`src/rtl/missile_ctl.sv`:
```
// Player missile launcher/mover; source of xpos_missile/ypos_missile/on_missile for the enemy collision detectors.
// Latency: a launch is visible one cycle after the fire request; moves and retirements one cycle after frame_tick/hit.
// Backpressure: none; fire requests outside IDLE are dropped. Optional macro MISSILE_AUTOFIRE_EN: level-triggered fire.
module missile_ctl #(
    parameter int SPEED           = 8,
    parameter int LAUNCH_OFFSET   = 10,
    parameter int Y_TOP           = 0,
    parameter int COOLDOWN_FRAMES = 12
) (
    input  logic        pclk,
    input  logic        rst_n,
    input  logic        fire,
    input  logic        frame_tick,
    input  logic [11:0] xpos_player,
    input  logic [11:0] ypos_player,
    input  logic        hit,
    output logic [11:0] xpos_missile,
    output logic [11:0] ypos_missile,
    output logic        on_missile,
    output logic        ready,
    output logic [7:0]  shot_cnt
);

    localparam int CNT_W = (COOLDOWN_FRAMES > 1) ? $clog2(COOLDOWN_FRAMES + 1) : 1;

    localparam logic [11:0]      SPEED_W   = 12'(SPEED);
    localparam logic [11:0]      LAUNCH_W  = 12'(LAUNCH_OFFSET);
    localparam logic [11:0]      Y_TOP_W   = 12'(Y_TOP);
    // Below this player y the spawn point would sit above the top edge.
    localparam logic [11:0]      SPAWN_MIN = 12'(Y_TOP + LAUNCH_OFFSET);
    // Below this missile y one more step would cross the top edge.
    localparam logic [11:0]      STEP_MIN  = 12'(Y_TOP + SPEED);
    localparam logic [CNT_W-1:0] COOL_LOAD = CNT_W'(COOLDOWN_FRAMES);
    localparam logic [CNT_W-1:0] CNT_ONE   = CNT_W'(1);

    typedef enum logic [1:0] {
        IDLE     = 2'd0,
        FLIGHT   = 2'd1,
        COOLDOWN = 2'd2
    } state_t;

    state_t           state_q;
    logic             fire_q;
    logic [CNT_W-1:0] cool_q;
    logic [11:0]      xpos_q;
    logic [11:0]      ypos_q;
    logic             on_q;
    logic             ready_q;
    logic [7:0]       shot_q;

    logic             launch_d;
    logic [11:0]      spawn_y_d;

`ifdef MISSILE_AUTOFIRE_EN
    // Holding fire is enough; a launch happens whenever the block is idle.
    assign launch_d = fire;
`else
    // Only a fresh press launches; a held button never re-triggers.
    assign launch_d = fire & ~fire_q;
`endif

    // Spawn point above the player, clamped so it never starts past the top edge.
    assign spawn_y_d = (ypos_player < SPAWN_MIN) ? Y_TOP_W : (ypos_player - LAUNCH_W);

    // Launch/flight/cooldown state machine with all outputs registered.
    always_ff @(posedge pclk) begin
        if (!rst_n) begin
            state_q <= IDLE;
            fire_q  <= 1'b0;
            cool_q  <= '0;
            xpos_q  <= 12'd0;
            ypos_q  <= 12'd0;
            on_q    <= 1'b0;
            ready_q <= 1'b1;
            shot_q  <= 8'd0;
        end else begin
            fire_q <= fire;
            case (state_q)
                IDLE: begin
                    // hit is meaningless without a missile in the air.
                    if (launch_d) begin
                        xpos_q  <= xpos_player;
                        ypos_q  <= spawn_y_d;
                        on_q    <= 1'b1;
                        ready_q <= 1'b0;
                        shot_q  <= shot_q + 8'd1;
                        state_q <= FLIGHT;
                    end
                end
                FLIGHT: begin
                    // A hit wins over a same-cycle frame tick; the top-edge check keeps y from wrapping.
                    if (hit || (frame_tick && (ypos_q < STEP_MIN))) begin
                        on_q <= 1'b0;
                        if (COOLDOWN_FRAMES == 0) begin
                            ready_q <= 1'b1;
                            state_q <= IDLE;
                        end else begin
                            cool_q  <= COOL_LOAD;
                            state_q <= COOLDOWN;
                        end
                    end else if (frame_tick) begin
                        ypos_q <= ypos_q - SPEED_W;
                    end
                end
                COOLDOWN: begin
                    // Positions hold; consumers gate them with on_missile.
                    if (frame_tick) begin
                        if (cool_q == CNT_ONE) begin
                            ready_q <= 1'b1;
                            state_q <= IDLE;
                        end else begin
                            cool_q <= cool_q - CNT_ONE;
                        end
                    end
                end
                default: begin
                    state_q <= IDLE;
                    on_q    <= 1'b0;
                    ready_q <= 1'b1;
                end
            endcase
        end
    end

    assign xpos_missile = xpos_q;
    assign ypos_missile = ypos_q;
    assign on_missile   = on_q;
    assign ready        = ready_q;
    assign shot_cnt     = shot_q;

endmodule

```
`config.mk`:
```
export PLATFORM = sky130hd
export DESIGN_NAME = missile_ctl
export DESIGN_NICKNAME = d
export VERILOG_FILES = /design/src/rtl/missile_ctl.sv
export SDC_FILE = /design/constraint.sdc
export NUM_CORES = 1
export LEC_CHECK = 0
export ABC_AREA = 1
export CAP_MARGIN = 20
export CORE_AREA = 2 2 70 72
export DETAILED_ROUTE_END_ITERATION = 8
export DIE_AREA = 0 0 72 74
export PLACE_DENSITY = 0.83
export SLEW_MARGIN = 20
export SYNTH_ARGS = -nofsm -noshare
export SYNTH_HDL_FRONTEND = slang
export SYNTH_SLANG_ARGS = --single-unit
```
`constraint.sdc`:
```
create_clock -name pclk -period 2.3 [get_ports pclk]
set_input_delay 0.46 -clock pclk [delete_from_list [all_inputs] [get_ports pclk]]
set_output_delay 0.46 -clock pclk [all_outputs]
set_load 0.1 [all_outputs]
```
==> results.toml <==
[power]
power_density_nw_per_um2 = 824
p_leak_nw = 1.44
irDropWorstVdd_uv = 551

[routing]
first_pass_iters = 4
routed.top_layer = "met4"
drc_errors = 0
wl_met3_um = 313
vias = 2433
wl_met1_um = 2360
drt.antenna.violating_nets = 0
drt_iter0_markers = 100
vias_per_cell = 5.06
wl_per_cell_um = 11.4
finalWirelength_um = 5470
wl_met2_um = 2690

[grt]
antenna_found_initial = 0
grt_pass1_wl_um = 9200
grt_usage = 0.218
grt_max_degree = 25
grt_overflow = 0
grt_pass1_vias = 2175

[sta]
slew_viol_final = 0
fin_skew_ns = 0.00564
tightest_slew_ns = 0.395
setup_viol = 0
finalCritPeriodShare = 0.781
finalHoldViolCount = 0
fmax_mhz = 557
period_minus_slack_ns = 1.80
grt_setup_unrepaired = "false"
setup_tns_ns = 0
relSlewSlack = 0.734

[worst_setup_path]
crit_path_start_kind = "input port"
crit_path_end_kind = "flip-flop"
arrival_ns = 1.99
cp_data_required_time_ns = 2.50
cp_max_fo = 8
worst-setup-path-type = "in2reg"

[finish]
diodes = 0
fillCellCount = 411
syn2layout_area_growth_pct = 30.8
nNetsFinal = 460
drive_gt1_frac = 0.152
fin_area_sq_um = 3010

[clock_tree]
cts_buffers = 5
post_cts_buffers = 0
path_clk_slew_ns = 0.08
clock_latency_ns = 0.30
cts.sinks = 41
cts_root_buffer = "clkbuf_8"
postCtsHoldBufs = 0
clockBufferDepth = 2
htree_levels = 2
cts_resized = 0
cts_tree = "built"

[placement]
hpwl_um = 4140
gp_congestion = 0.862
port_buffers = 62
place_area_sq_um = 2900

[synth]
syn_area_per_cell_sq_um = 6.35
yosys_warnings = 0
syn_nets = 396
ys_ff_latch = 41
synth.distinct_cells = 25
synth_area_sq_um = 2300
seq_area_frac_synth = 0.357
synthCells = 362

[die]
start_util = 0.500
ios = 63
row_count = 25
fp.dieW_um = 72
fp.dieH_um = 74
core_sq_um = 4600
dieArea_sq_um = 5330

[min_path]
min_path_type = "reg2reg"

[run_status]
run_status = "finished clean"

[job]
maxCapViolations = 0
## layer usage
metal	GRT usage	vias up
li1	-	1263
met1	0.253	1104
met2	0.387	54
met3	0.0610	12
met4	0.0797	0
met5	0	-
## worst paths after layout
path                   from               to  slack, ns  depth (start not counted)
max reg2reg      state_q[0]  ypos_missile[7]       0.75                          9
min               cool_q[2]        cool_q[2]       0.47                          2
min reg2reg       cool_q[2]        cool_q[2]       0.47                          2
max          ypos_player[4]  ypos_missile[7]       0.50                          9
## stage by stage
| step | worst slack (ns) | utilization | total power, W | std cells | hold slack (ns) |
|---|---|---|---|---|---|
| floorplan | 0.145 | - | 0.00167 | 362 | 0.440 |
| global placement | 0.289 | 0.630 | 0.00190 | 473 | 0.453 |
| detailed placement | 0.231 | 0.630 | 0.00191 | 473 | 0.460 |
| CTS | 0.539 | 0.654 | 0.00249 | 481 | 0.471 |
| global route | 0.352 | 0.654 | 0.00262 | 481 | 0.482 |
| finish | 0.503 | 0.654 | 0.00248 | 481 | 0.468 |
## flip-flops by register name, indices dropped and copies added (netlist names)
signal	cells
ready	1
state_q	2
ypos_missile	12
xpos_missile	12
fire_q	1
shot_cnt	8
cool_q	4
on_missile	1
## cells in the final DEF (no fill, tap or decap), types with 5 or more instances in the layout
cell type,count
o21ai_0,30
inv_1,43
ha_1,5
buf_4,37
nand2_1,72
a21oi_1,18
dfxtp_1,41
clkbuf_8,5
nand3_1,32
clkdlybuf4s50_1,28
nor2_1,81
## synthesized netlist by cell type, drive strengths merged
cell type | n | area, sq um
nand3 | 33 | 178
nand4 | 1 | 6.26
ha | 5 | 62.6
dfxtp | 41 | 821
a21oi | 18 | 90.1
o21ai | 31 | 155
o21bai | 1 | 11.3
inv | 46 | 173
buf | 4 | 18.8
nor2 | 89 | 374
nor3 | 4 | 20.0
xor2 | 4 | 35.0
clkbuf | 5 | 28.8
nor3b | 1 | 7.51
or2 | 2 | 12.5
nand2 | 77 | 307
## power by group
part | total [W] | switching [W] | internal [W]
Combinational | 0.00104 | 0.000763 | 0.000279
Clock | 0.000584 | 0.000258 | 0.000326
Sequential | 0.000853 | 0.0000655 | 0.000787
Total | 0.00248 | 0.00109 | 0.00139
## cell type report
type / instances / area, sq um / area share
timing repair buffer: 66 / 578 / 0.192
clock inverter: 2 / 38.8 / 0.0129
sequential: 41 / 821 / 0.273
clock buffer: 6 / 72.6 / 0.0241
tap: 54 / 67.6 / 0.0225
multi-input combinational: 266 / 1260 / 0.418
inverter: 46 / 173 / 0.0574
## cell families (layout without fill, tap and decap cells)
group / after synthesis / in the layout / share of synthesized area
buffers and inverters: 55 / 120 / 0.0957
xor gates and xnor gates: 4 / 4 / 0.0152
and+or+nand+nor: 207 / 207 / 0.393
AOI/OAI and AO/OA: 50 / 50 / 0.112
adders and majority gates: 5 / 5 / 0.0272
DFF: 41 / 41 / 0.357
## critical path, stage by stage
cell,delay (ns)
clkdlybuf4s50_1,0.48
nor2_4,0.17
nand2_1,0.10
nor2_2,0.18
nand2_2,0.11
nand2_1,0.23
a21oi_1,0.08
nor2_1,0.13
nor2_1,0.05
Note: power is estimated with default switching activity, not from simulation.
